### config.mk
export PLATFORM = sky130hd
export DESIGN_NAME = mc_ctrl_fsm_flat
export DESIGN_NICKNAME = d
export VERILOG_FILES = /design/src/rtl/mc_ctrl_fsm_if.sv /design/src/rtl/mc_ctrl_fsm.sv /design/src/flat_wrapper.sv
export SDC_FILE = /design/constraint.sdc
export NUM_CORES = 1
export LEC_CHECK = 0
export CORE_MARGIN = 4
export CORE_UTILIZATION = 30
export DETAILED_ROUTE_END_ITERATION = 6
export DONT_BUFFER_PORTS = 1
export GPL_ROUTABILITY_DRIVEN = 0
export SETUP_SLACK_MARGIN = 0.3
export SLEW_MARGIN = 0
export SYNTH_ARGS = -nofsm -noshare
export SYNTH_HDL_FRONTEND = slang
export SYNTH_SLANG_ARGS = --single-unit
export TNS_END_PERCENT = 100
### constraint.sdc
create_clock -name clk -period 1.85 [get_ports clk]
set_input_delay 0.2775 -clock clk [delete_from_list [all_inputs] [get_ports clk]]
set_output_delay 0.2775 -clock clk [all_outputs]
set_load 0.01 [all_outputs]
### src/rtl/mc_ctrl_fsm_if.sv
// mc_ctrl_fsm_if: controller <-> datapath bundle for the multicycle MIPS main controller
// master (controller): inputs op, funct, mem_ready, md_done; outputs every datapath control, illegal_op, state
// slave  (datapath):   the mirror image of master
interface mc_ctrl_fsm_if #(
    parameter int STATE_W = 4,
    parameter int ALUOP_W = 3
);
    logic [5:0]         op;
    logic [5:0]         funct;
    logic               mem_ready;
    logic               md_done;
    logic               memtoreg;
    logic               memread;
    logic               memwrite;
    logic               regdst;
    logic               regwrite;
    logic               alusrca;
    logic               signext;
    logic [1:0]         alusrcb;
    logic [1:0]         pcsrc;
    logic [ALUOP_W-1:0] aluop;
    logic               pcwrite;
    logic               pcwritecond;
    logic               branch_ne;
    logic               iord;
    logic               irwrite;
    logic               md_start;
    logic [1:0]         md_op;
    logic               hilo_write;
    logic               illegal_op;
    logic [STATE_W-1:0] state;
    modport master (
        input  op, funct, mem_ready, md_done,
        output memtoreg, memread, memwrite, regdst, regwrite, alusrca, signext,
               alusrcb, pcsrc, aluop, pcwrite, pcwritecond, branch_ne, iord,
               irwrite, md_start, md_op, hilo_write, illegal_op, state
    );
    modport slave (
        output op, funct, mem_ready, md_done,
        input  memtoreg, memread, memwrite, regdst, regwrite, alusrca, signext,
               alusrcb, pcsrc, aluop, pcwrite, pcwritecond, branch_ne, iord,
               irwrite, md_start, md_op, hilo_write, illegal_op, state
    );
endinterface

### src/rtl/mc_ctrl_fsm.sv
// mc_ctrl_fsm: multicycle MIPS main controller with memory wait states, mul/div sequencing and illegal-opcode trap
// Ports: clk (rising edge), reset_n (async, active-low), bus (mc_ctrl_fsm_if.master: op/funct/mem_ready/md_done in,
// datapath enables, mux selects, aluop, md_start/md_op/hilo_write, illegal_op and state out).
// Outputs are a Moore decode of state_q (plus op/funct/mem_ready), so reset forces them all to zero immediately.
// Optional feature: define MC_CTRL_MULDIV_EN to enable the MDSTART/MDWAIT multiply/divide sequence.
module mc_ctrl_fsm #(
    parameter int STATE_W       = 4,
    parameter int ALUOP_W       = 3,
    parameter bit MEM_HANDSHAKE = 1'b1
) (
    input logic            clk,
    input logic            reset_n,
    mc_ctrl_fsm_if.master  bus
);
    typedef enum logic [3:0] {
        IDLE    = 4'd0,
        FETCH   = 4'd1,
        DECODE  = 4'd2,
        MEMADR  = 4'd3,
        LWMEM   = 4'd4,
        LWWB    = 4'd5,
        SWMEM   = 4'd6,
        REXEC   = 4'd7,
        RWB     = 4'd8,
        BRANCH  = 4'd9,
        IEXEC   = 4'd10,
        IWB     = 4'd11,
        JUMP    = 4'd12,
        MDSTART = 4'd13,
        MDWAIT  = 4'd14,
        ILLEGAL = 4'd15
    } state_t;

    localparam logic [5:0] OP_R     = 6'h00;
    localparam logic [5:0] OP_J     = 6'h02;
    localparam logic [5:0] OP_BEQ   = 6'h04;
    localparam logic [5:0] OP_BNE   = 6'h05;
    localparam logic [5:0] OP_ADDI  = 6'h08;
    localparam logic [5:0] OP_ADDIU = 6'h09;
    localparam logic [5:0] OP_SLTI  = 6'h0a;
    localparam logic [5:0] OP_SLTIU = 6'h0b;
    localparam logic [5:0] OP_ANDI  = 6'h0c;
    localparam logic [5:0] OP_ORI   = 6'h0d;
    localparam logic [5:0] OP_LW    = 6'h23;
    localparam logic [5:0] OP_SW    = 6'h2b;

`ifdef MC_CTRL_MULDIV_EN
    localparam state_t MD_ENTRY = MDSTART;
`else
    localparam state_t MD_ENTRY = ILLEGAL;
    logic unused_md;
    assign unused_md = ^{bus.md_done, bus.funct[1:0]};
`endif

    state_t     state_q;
    state_t     state_d;
    state_t     dec_next;
    logic       rdy;
    logic       r_md;
    logic [2:0] aluop;
    logic [2:0] imm_aluop;
    logic       imm_sext;

    assign rdy       = MEM_HANDSHAKE ? bus.mem_ready : 1'b1;
    assign r_md      = bus.funct[5:2] == 4'b0110;
    assign imm_aluop = (bus.op == OP_ANDI)  ? 3'd3 :
                       (bus.op == OP_ORI)   ? 3'd4 :
                       (bus.op == OP_SLTI)  ? 3'd5 :
                       (bus.op == OP_SLTIU) ? 3'd6 : 3'd0;
    // andi/ori zero-extend their immediate; every other I-type sign-extends
    assign imm_sext  = !(bus.op == OP_ANDI || bus.op == OP_ORI);
    assign bus.aluop = ALUOP_W'(aluop);
    assign bus.state = STATE_W'(state_q);

    always_comb begin
        case (bus.op)
            OP_LW, OP_SW:   dec_next = MEMADR;
            OP_R:           dec_next = r_md ? MD_ENTRY : REXEC;
            OP_BEQ, OP_BNE: dec_next = BRANCH;
            OP_J:           dec_next = JUMP;
            OP_ADDI, OP_ADDIU, OP_SLTI, OP_SLTIU, OP_ANDI, OP_ORI: dec_next = IEXEC;
            default:        dec_next = ILLEGAL;
        endcase
    end

    always_comb begin
        bus.memtoreg    = 1'b0;
        bus.memread     = 1'b0;
        bus.memwrite    = 1'b0;
        bus.regdst      = 1'b0;
        bus.regwrite    = 1'b0;
        bus.alusrca     = 1'b0;
        bus.signext     = 1'b0;
        bus.alusrcb     = 2'b00;
        bus.pcsrc       = 2'b00;
        bus.pcwrite     = 1'b0;
        bus.pcwritecond = 1'b0;
        bus.branch_ne   = 1'b0;
        bus.iord        = 1'b0;
        bus.irwrite     = 1'b0;
        bus.md_start    = 1'b0;
        bus.md_op       = 2'b00;
        bus.hilo_write  = 1'b0;
        bus.illegal_op  = 1'b0;
        aluop           = 3'd0;
        state_d         = state_q;
        case (state_q)
            IDLE: state_d = FETCH;
            FETCH: begin
                bus.memread = 1'b1;
                bus.alusrcb = 2'b01;
                // IR and PC only latch on the cycle the memory actually delivers
                bus.irwrite = rdy;
                bus.pcwrite = rdy;
                state_d     = rdy ? DECODE : FETCH;
            end
            DECODE: begin
                bus.alusrcb = 2'b11;
                state_d     = dec_next;
            end
            MEMADR: begin
                bus.alusrca = 1'b1;
                bus.alusrcb = 2'b10;
                bus.signext = 1'b1;
                state_d     = (bus.op == OP_LW) ? LWMEM : SWMEM;
            end
            LWMEM: begin
                bus.iord    = 1'b1;
                bus.memread = 1'b1;
                state_d     = rdy ? LWWB : LWMEM;
            end
            LWWB: begin
                bus.memtoreg = 1'b1;
                bus.regwrite = 1'b1;
                state_d      = FETCH;
            end
            SWMEM: begin
                bus.iord     = 1'b1;
                bus.memwrite = 1'b1;
                state_d      = rdy ? FETCH : SWMEM;
            end
            REXEC: begin
                bus.alusrca = 1'b1;
                aluop       = 3'd2;
                state_d     = RWB;
            end
            RWB: begin
                bus.regdst   = 1'b1;
                bus.regwrite = 1'b1;
                state_d      = FETCH;
            end
            BRANCH: begin
                bus.alusrca     = 1'b1;
                aluop           = 3'd1;
                bus.pcwritecond = 1'b1;
                bus.pcsrc       = 2'b01;
                bus.branch_ne   = bus.op[0];
                state_d         = FETCH;
            end
            IEXEC: begin
                bus.alusrca = 1'b1;
                bus.alusrcb = 2'b10;
                bus.signext = imm_sext;
                aluop       = imm_aluop;
                state_d     = IWB;
            end
            IWB: begin
                bus.regwrite = 1'b1;
                bus.alusrca  = 1'b1;
                bus.alusrcb  = 2'b10;
                aluop        = imm_aluop;
                state_d      = FETCH;
            end
            JUMP: begin
                bus.pcwrite = 1'b1;
                bus.pcsrc   = 2'b10;
                state_d     = FETCH;
            end
`ifdef MC_CTRL_MULDIV_EN
            MDSTART: begin
                bus.md_start = 1'b1;
                bus.md_op    = bus.funct[1:0];
                state_d      = MDWAIT;
            end
            MDWAIT: begin
                bus.hilo_write = bus.md_done;
                state_d        = bus.md_done ? FETCH : MDWAIT;
            end
`endif
            ILLEGAL: begin
                bus.illegal_op = 1'b1;
                state_d        = FETCH;
            end
            default: state_d = FETCH;
        endcase
    end

    always_ff @(posedge clk or negedge reset_n) begin
        if (!reset_n) state_q <= IDLE;
        else          state_q <= state_d;
    end
endmodule

### src/flat_wrapper.sv
// flat-port wrapper written by rule: the top's interface ports become plain ports
module mc_ctrl_fsm_flat 
#(
    parameter int STATE_W       = 4,
    parameter int ALUOP_W       = 3,
    parameter bit MEM_HANDSHAKE = 1'b1
)
  (clk, reset_n, bus_op, bus_funct, bus_mem_ready, bus_md_done, bus_memtoreg, bus_memread, bus_memwrite, bus_regdst, bus_regwrite, bus_alusrca, bus_signext, bus_alusrcb, bus_pcsrc, bus_aluop, bus_pcwrite, bus_pcwritecond, bus_branch_ne, bus_iord, bus_irwrite, bus_md_start, bus_md_op, bus_hilo_write, bus_illegal_op, bus_state);
  mc_ctrl_fsm_if #(.STATE_W(STATE_W), .ALUOP_W(ALUOP_W)) bus_i ();
  input logic clk;
  input logic reset_n;
  input wire logic [$bits(bus_i.op)-1:0] bus_op;
  input wire logic [$bits(bus_i.funct)-1:0] bus_funct;
  input wire logic [$bits(bus_i.mem_ready)-1:0] bus_mem_ready;
  input wire logic [$bits(bus_i.md_done)-1:0] bus_md_done;
  output wire logic [$bits(bus_i.memtoreg)-1:0] bus_memtoreg;
  output wire logic [$bits(bus_i.memread)-1:0] bus_memread;
  output wire logic [$bits(bus_i.memwrite)-1:0] bus_memwrite;
  output wire logic [$bits(bus_i.regdst)-1:0] bus_regdst;
  output wire logic [$bits(bus_i.regwrite)-1:0] bus_regwrite;
  output wire logic [$bits(bus_i.alusrca)-1:0] bus_alusrca;
  output wire logic [$bits(bus_i.signext)-1:0] bus_signext;
  output wire logic [$bits(bus_i.alusrcb)-1:0] bus_alusrcb;
  output wire logic [$bits(bus_i.pcsrc)-1:0] bus_pcsrc;
  output wire logic [$bits(bus_i.aluop)-1:0] bus_aluop;
  output wire logic [$bits(bus_i.pcwrite)-1:0] bus_pcwrite;
  output wire logic [$bits(bus_i.pcwritecond)-1:0] bus_pcwritecond;
  output wire logic [$bits(bus_i.branch_ne)-1:0] bus_branch_ne;
  output wire logic [$bits(bus_i.iord)-1:0] bus_iord;
  output wire logic [$bits(bus_i.irwrite)-1:0] bus_irwrite;
  output wire logic [$bits(bus_i.md_start)-1:0] bus_md_start;
  output wire logic [$bits(bus_i.md_op)-1:0] bus_md_op;
  output wire logic [$bits(bus_i.hilo_write)-1:0] bus_hilo_write;
  output wire logic [$bits(bus_i.illegal_op)-1:0] bus_illegal_op;
  output wire logic [$bits(bus_i.state)-1:0] bus_state;
  assign bus_i.op = bus_op;
  assign bus_i.funct = bus_funct;
  assign bus_i.mem_ready = bus_mem_ready;
  assign bus_i.md_done = bus_md_done;
  assign bus_memtoreg = bus_i.memtoreg;
  assign bus_memread = bus_i.memread;
  assign bus_memwrite = bus_i.memwrite;
  assign bus_regdst = bus_i.regdst;
  assign bus_regwrite = bus_i.regwrite;
  assign bus_alusrca = bus_i.alusrca;
  assign bus_signext = bus_i.signext;
  assign bus_alusrcb = bus_i.alusrcb;
  assign bus_pcsrc = bus_i.pcsrc;
  assign bus_aluop = bus_i.aluop;
  assign bus_pcwrite = bus_i.pcwrite;
  assign bus_pcwritecond = bus_i.pcwritecond;
  assign bus_branch_ne = bus_i.branch_ne;
  assign bus_iord = bus_i.iord;
  assign bus_irwrite = bus_i.irwrite;
  assign bus_md_start = bus_i.md_start;
  assign bus_md_op = bus_i.md_op;
  assign bus_hilo_write = bus_i.hilo_write;
  assign bus_illegal_op = bus_i.illegal_op;
  assign bus_state = bus_i.state;
  mc_ctrl_fsm #(.STATE_W(STATE_W), .ALUOP_W(ALUOP_W), .MEM_HANDSHAKE(MEM_HANDSHAKE)) u_core (.clk(clk), .reset_n(reset_n), .bus(bus_i));
endmodule
==> results of run 1 <==
==> power by group <==
part	internal, mW	switching (mW)
registers	0.138	0.0927
logic	0.571	0.706
clock network	0.0728	0.0399
==> timing repair <==
action / 4_1_cts / 5_1_grt
buffers inserted: 7 / 5
endpoints found under the setup margin: 20 / 16
hold buffers: 1 / 0
hold endpoints to repair: 4 / 0
resized for setup: 19 / 12
pin swaps: 1 / 3
==> cell usage after synthesis, types with 2 or more instances <==
cell	count	share of area (%)
nand2b_1	2	1.7
a31oi_1	3	2.6
buf_4	7	7.2
nor2b_1	3	2.6
a21oi_1	5	3.4
nor2_1	14	7.2
inv_1	4	2.1
dfrtp_1	4	14
nor4_1	3	2.6
nor3_1	3	2.1
o21ai_0	4	2.8
a32o_1	2	2.8
buf_2	5	3.4
nand2_1	10	5.2
o21ai_1	5	3.4
==> logic make-up (layout without fill, tap and decap cells) <==
group           count (synthesis)  after routing  share of synthesized area, %
buf+inv                        18             27                          14.8
other cells                     1              4                         0.517
compound gates                 27             27                          27.2
flops                           4              4                          13.8
simple gates                   50             50                          42.4
xor+xnor                        1              1                          1.21
==> cell type report <==
class,instances,area [µm²]
fill,225,1280
timing repair buffer,19,165
tap,28,35.0
inverter,5,18.8
clock buffer,3,22.5
sequential,4,105
multi-input combinational,82,623
==> how the worst max path moves through the flow <==
stage,from,end,cells after the start,slack [ns]
6_report,u_core.bus.state[2],bus_aluop[0],3,0.18
5_1_grt,u_core.bus.state[2],bus_aluop[0],3,0.13
4_1_cts,u_core.bus.state[2],bus_aluop[0],3,0.18
3_5_place_dp,u_core.bus.state[0],bus_branch_ne,2,0.28
3_3_place_gp,u_core.bus.state[3],bus_aluop[0],3,0.30
2_1_floorplan,u_core.bus.state[3],bus_aluop[0],4,0.37
==> metrics by stage <==
stage                     std cells  instance area, µm²  worst slack (ns)  hold slack (ns)  power (mW)
after global placement          125                 728             0.302          -0.0180        1.04
after floorplan                 104                 737             0.375          -0.0181       0.913
final                           141                 970             0.179            0.237        1.62
after detailed placement        125                 728             0.283          -0.0179        1.06
after global routing            141                 970             0.131            0.251        1.73
after CTS                       136                 881             0.181            0.231        1.40
==> per-layer routing <==
layer	up-vias	routed length [µm]	global-route usage, %
met2	43	1100	23.3
met3	6	292	7.69
met1	373	908	14.7
met5	-	0	0
met4	0	31	3.31
li1	379	-	-
==> worst max-delay path, delay by kind of cell, from the launching register on <==
kind	cells	cell delay, ns
flops	1	0.45
compound gates	1	0.31
simple gates	2	0.40
==> flow_summary.toml, run 1 <==
[synthesis]
ys_types = 42
async_reset_ff_share_pct = 100
yosys_warnings = 0
synth_area_per_cell_um2 = 7.19
synth_flop_cell = "dfrtp_1"
postSynthCellCount = 101
synth-edff-count = 0
syn-cell-area_um2 = 726
ys_ff_latch = 4
seq_area_frac_synth_pct = 13.8

[clocking]
clk_latency_ns = 0.24
clock_path_buffers = 2
cts_tree = "done"
cts.sinks = 4
cts_root_buf = "clkbuf_4"
h-tree-depth = 1
numCtsBuffers = 3
clkTransAtPathRegs_ns = 0.03

[cells_and_area]
drive_above_1_share_pct = 46.0
largest_reg_flops = 4
nNetsFinal = 131
area_delta_synth_final_pct = 33.6
diodes = 0
utilization_pct = 43.0
layout_common_cells = "buf_4 (15), nand2_1 (10), nor2_1 (7)"
final_common_cell = "buf_4"

[floorplanning]
initial_core_util_pct = 32.2
ios = 44
dieArea_um2 = 3270
rows = 17
die_x_um = 57.2
core_um2 = 2250
die_h_um = 57.2

[global_route]
grt_pass1_wl_um = 3560
overflow = 0
track_usage_pct = 13.7
grt_max_degree = 12
antenna_found_initial = 0
grt_pass1_vias = 775

[setup_path]
crit_path_top_delay_cell = "dfrtp_2"
ff2ff_setup_slack_ns = 0.43
ff2ff_path_depth = 6
r2r_end = "u_core.bus.state[1]"
path_class = "flop to output pin"
end_kind = "output pin"
required_ns = 1.57
path_cells = "and2b_2 > nand3_2 > o32ai_4"
r2r_start = "u_core.bus.state[0]"
arrival_ns = 1.39
crit_fanout = 5
slowest_delay_ns = 0.45
critPathLaunchType = "flop"

[power_and_ir_drop]
peakVddDrop_mv = 0.766
leakage_nw = 0.377
power.density_nw_per_um2 = 1670

[timing]
slew_violations = 0
fin_crit_sh_pct = 90.3
rsz0062_at_grt = "yes"
setup_violations = 0
final_hold_viol_count = 0
finalSetupTns_ns = 0
period_needed_ns = 1.67
fmax_mhz = 599
finalClockSkew_ns = 0.0110

[detailed_routing]
vias_per_cell = 5.68
antenna_left = 0
drc = 0
dr.first_iter.drc_count = 16
wire_per_inst_um = 16.6
wl_um = 2340
firstDrtPassIters = 4
vias = 801

[worst_hold_path]
hp-start = "bus_mem_ready"
hold_depth = 2
whs_endpoint = "u_core.bus.state[2]"
hp-class = "input pin to flop"

[placement]
detailed_place_hpwl_um = 1610
io_buffers = 0

[outcome]
status = "completed"

[flow_run]
cap_violations = 0
Note: power is estimated with default switching activity, not from simulation.
==> run 2, diff against run 1 <==
- SKIP_CTS_REPAIR_TIMING: not set -> 1
- SLEW_MARGIN: 0 -> 20
==> run 2 against run 1 <==
  * Power decreased by 5.3%
  * Highest routed layer unchanged
  * Via count shrank 0.25%
  * Largest cell class unchanged
  * Global-route usage decreased by 1.3 points
  * Register-to-register slack hardly changed
  * Worst setup slack worse by 0.042 ns
==> flow_summary.toml, run 2 (synthesized netlist as in run 1, its figures left out) <==
[outcome]
status = "completed"

[cells_and_area]
area_delta_synth_final_pct = 27.2
fillers = 240
layout_common_cells = "buf_4 (14), nand2_1 (9), nor2_1 (7)"
drive_above_1_share_pct = 45.9
nNetsFinal = 129
largest_reg_flops = 4
diodes = 0
utilization_pct = 41.0
final_common_cell = "buf_4"

[global_route]
grt_pass1_wl_um = 3280
grt_pass1_vias = 704
antenna_found_initial = 0
overflow = 0
track_usage_pct = 12.4
grt_max_degree = 19

[power_and_ir_drop]
power.density_nw_per_um2 = 1660
peakVddDrop_mv = 0.742
leakage_nw = 0.354
total_power_mw = 1.53

[clocking]
cts_root_buf = "clkbuf_4"
cts.sinks = 4
clkTransAtPathRegs_ns = 0.05
h-tree-depth = 1
clk_latency_ns = 0.25
cts_tree = "done"
clock_path_buffers = 2
numCtsBuffers = 3

[timing]
period_needed_ns = 1.71
rsz0062_at_grt = "yes"
finalSetupTns_ns = 0
finalClockSkew_ns = 0.0133
final_hold_viol_count = 0
fmax_mhz = 584
slew_violations = 0
setup_violations = 0
fin_crit_sh_pct = 92.6

[detailed_routing]
antenna_left = 0
vias_per_cell = 5.75
wl_um = 2450
drc = 0
vias = 799
dr.first_iter.drc_count = 29
wire_per_inst_um = 17.7
firstDrtPassIters = 4

[floorplanning]
die_x_um = 57.2
ios = 44
core_um2 = 2250
dieArea_um2 = 3270
initial_core_util_pct = 32.2
die_h_um = 57.2
rows = 17

[setup_path]
end_kind = "output pin"
required_ns = 1.57
crit_fanout = 6
critPathLaunchType = "flop"
path_class = "flop to output pin"
ff2ff_path_depth = 5
arrival_ns = 1.44

[placement]
detailed_place_hpwl_um = 1610
io_buffers = 0

[worst_hold_path]
hp-class = "input pin to flop"
hold_depth = 2

[flow_run]
cap_violations = 0
run 2: cell types whose count changed in the layout (fill, tap and decap cells not counted), sizes merged:
cell    before  now
clkbuf       3    4
buf         18   15
run 2: area by class of cell:
class                      instances  area, µm²  share of cell area, %
clock buffer                       3       22.5                   2.44
inverter                           5       18.8                   2.03
multi-input combinational         82        608                   65.9
sequential                         4        108                   11.7
tap                               28       35.0                   3.79
timing repair buffer              17        131                   14.2
run 2: worst max-delay path, stage by stage (launching register included):
cell and delay (ns):
dfrtp_2 0.44, clkbuf_2 0.21, buf_4 0.14, nand3_2 0.08, o32ai_4 0.31
run 2: final timing paths:
| kind | slack, ns | from | endpoint |
|---|---|---|---|
| max reg2reg | 0.43 | u_core.bus.state[0] | u_core.bus.state[1] |
| min reg2reg | 0.64 | u_core.bus.state[3] | u_core.bus.state[3] |
| max in group asynchronous | 1.34 | reset_n | u_core.bus.state[3] |
| max | 0.14 | u_core.bus.state[1] | bus_aluop[0] |
| min in group asynchronous | 0.30 | reset_n | u_core.bus.state[0] |
| min | 0.23 | bus_mem_ready | u_core.bus.state[2] |
run 2: per-layer routing:
metal,GRT usage [%],wire length (µm),share of wire (%)
met3,6.56,285,12
met4,2.98,80,3.3
met2,19.2,1140,47
met5,0,0,0
met1,15.1,946,39
run 2: stage by stage:
stage	setup WS [ns]	cells	instance area (µm²)	hold WS, ns
floorplan	0.375	104	737	-0.0181
global placement	0.302	125	728	-0.0180
detailed placement	0.283	125	728	-0.0179
CTS	0.0267	128	751	-0.279
global route	0.0997	139	923	0.251
finish	0.137	139	923	0.234
run 2: report_power, final:
part	switching [mW]	internal [mW]
Clock	0.0430	0.0730
Sequential	0.130	0.144
Combinational	0.663	0.481
==> run 3, diff against run 2 <==
--- a/constraint.sdc
+++ b/constraint.sdc
@@ -3,2 +3,2 @@
 set_output_delay 0.2775 -clock clk [all_outputs]
-set_load 0.01 [all_outputs]
+set_load 0.005 [all_outputs]
==> run 3 against run 2 <==
  * Combinational power fell by 22%
  * Global-route usage grew 0.14 points
  * Sequential power down 24%
  * Worst setup slack gained 0.085 ns
  * Maximum frequency is 5.2% higher
  * Utilization shrank 4.8 points
  * Non-clock buffer count decreased by 7
  * Critical path type unchanged
  * Register-to-register slack better by 0.11 ns
  * Critical endpoint unchanged
  * First-iteration DRC count is 34% lower
  * Power is 21% lower
  * Critical path depth down 1
  * Clock-buffer cell count unchanged
==> flow_summary.toml, run 3 (synthesized netlist as in run 1, its figures left out) <==
[floorplanning]
dieArea_um2 = 3270
core_um2 = 2250
ios = 44
die_h_um = 57.2
rows = 17
die_x_um = 57.2
initial_core_util_pct = 32.2

[worst_hold_path]
hp-class = "input pin to flop"
whs_endpoint = "u_core.bus.state[2]"
hold_depth = 2
hp-start = "bus_mem_ready"

[global_route]
grt_pass1_wl_um = 3260
grt_max_degree = 15
grt_pass1_vias = 675
overflow = 0
track_usage_pct = 12.6
antenna_found_initial = 0

[setup_path]
ff2ff_path_depth = 5
crit_fanout = 8
arrival_ns = 1.35
end_kind = "output pin"
path_class = "flop to output pin"
r2r_end = "u_core.bus.state[0]"
required_ns = 1.57
ff2ff_setup_slack_ns = 0.54
r2r_start = "u_core.bus.state[2]"
critPathLaunchType = "flop"

[timing]
period_needed_ns = 1.63
final_hold_viol_count = 0
fmax_mhz = 614
finalSetupTns_ns = 0
rsz0062_at_grt = "yes"
fin_crit_sh_pct = 88.0
finalClockSkew_ns = 0.00761
setup_violations = 0
slew_violations = 0
finalWorstSetupSlack_ns = 0.222

[detailed_routing]
antenna_left = 0
vias_per_cell = 5.65
dr.first_iter.drc_count = 19
vias = 746
wire_per_inst_um = 16.5
wl_um = 2180
firstDrtPassIters = 4
drc = 0

[cells_and_area]
drive_above_1_share_pct = 34.6
final_common_cell = "nor2_1"
nNetsFinal = 122
largest_reg_flops = 4
stdcell_count = 132
area_delta_synth_final_pct = 12.2
fillers = 252
layout_common_cells = "nor2_1 (11), nand2_1 (9), buf_4 (6)"
final_area_um2 = 815
diodes = 0

[clocking]
cts_root_buf = "clkbuf_4"
clkTransAtPathRegs_ns = 0.03
cts.sinks = 4
clock_path_buffers = 2
numCtsBuffers = 3
clk_latency_ns = 0.24
h-tree-depth = 1
cts_tree = "done"

[placement]
io_buffers = 0
detailed_place_hpwl_um = 1620
place_ws_ns = 0.314
dp_cells = 124
placed_area_um2 = 721

[power_and_ir_drop]
p_switching_mw = 0.627
p_int_mw = 0.580
seqPwrFrac_pct = 17.2
leakage_nw = 0.319
power.density_nw_per_um2 = 1480
p_clk_share_pct = 9.0
total_power_mw = 1.21
peakVddDrop_mv = 0.748
switching_share_pct = 52.0
p_comb_share_pct = 73.8

[outcome]
status = "completed"

[flow_run]
cap_violations = 0
-- run 3: changes by cell type in the layout (fill, tap and decap cells not counted), sizes merged --
cell	delta
buf	-7
clkbuf	-1
dlymetal6s2s	+1
-- run 3: routing by layer --
metal  part of all wire (%)  vias to the layer above  track usage [%]
met5                      0                        -                0
met4                      0                        0             1.99
met3                    9.9                        0             7.24
met2                     45                       30             19.4
met1                     45                      356             15.4
li1                       -                      360                -
-- run 3: worst max-delay path by stage --
stage                   startpoint      endpoint  cells after the start
2_1_floorplan  u_core.bus.state[3]  bus_aluop[0]                      4
3_3_place_gp   u_core.bus.state[2]  bus_aluop[0]                      3
3_5_place_dp   u_core.bus.state[2]  bus_aluop[0]                      3
4_1_cts        u_core.bus.state[2]  bus_aluop[0]                      3
5_1_grt        u_core.bus.state[2]  bus_aluop[0]                      3
6_report       u_core.bus.state[2]  bus_aluop[0]                      3
-- run 3: area by class of cell --
cell class	count	area, µm²	share of cell area (%)
repair buffers	10	77.6	9.52
inverters	5	18.8	2.30
multi-input cells	82	557	68.4
well taps	28	35.0	4.30
flip-flops and latches	4	104	12.7
clock buffers	3	22.5	2.76
-- run 3: stage by stage --
step,hold slack [ns],utilization [%]
after global routing,0.249,36.1
final,0.244,36.1
after floorplan,-0.0181,-
after CTS,-0.273,33.0
after global placement,-0.0180,32.0
after detailed placement,-0.0180,32.0
-- run 3: power groups by stage --
stage | Combinational [mW] | Sequential (mW) | Clock, mW
detailed placement | 0.744 | 0.236 | 0
global route | 0.984 | 0.218 | 0.121
global placement | 0.730 | 0.235 | 0
floorplan | 0.682 | 0.156 | 0
finish | 0.891 | 0.207 | 0.108
CTS | 0.745 | 0.236 | 0.113
-- run 3: worst max-delay path: stages (launching register included) --
cell,delay [ns]
dfrtp_2,0.46
and2b_2,0.28
nand3_2,0.09
o32ai_2,0.30
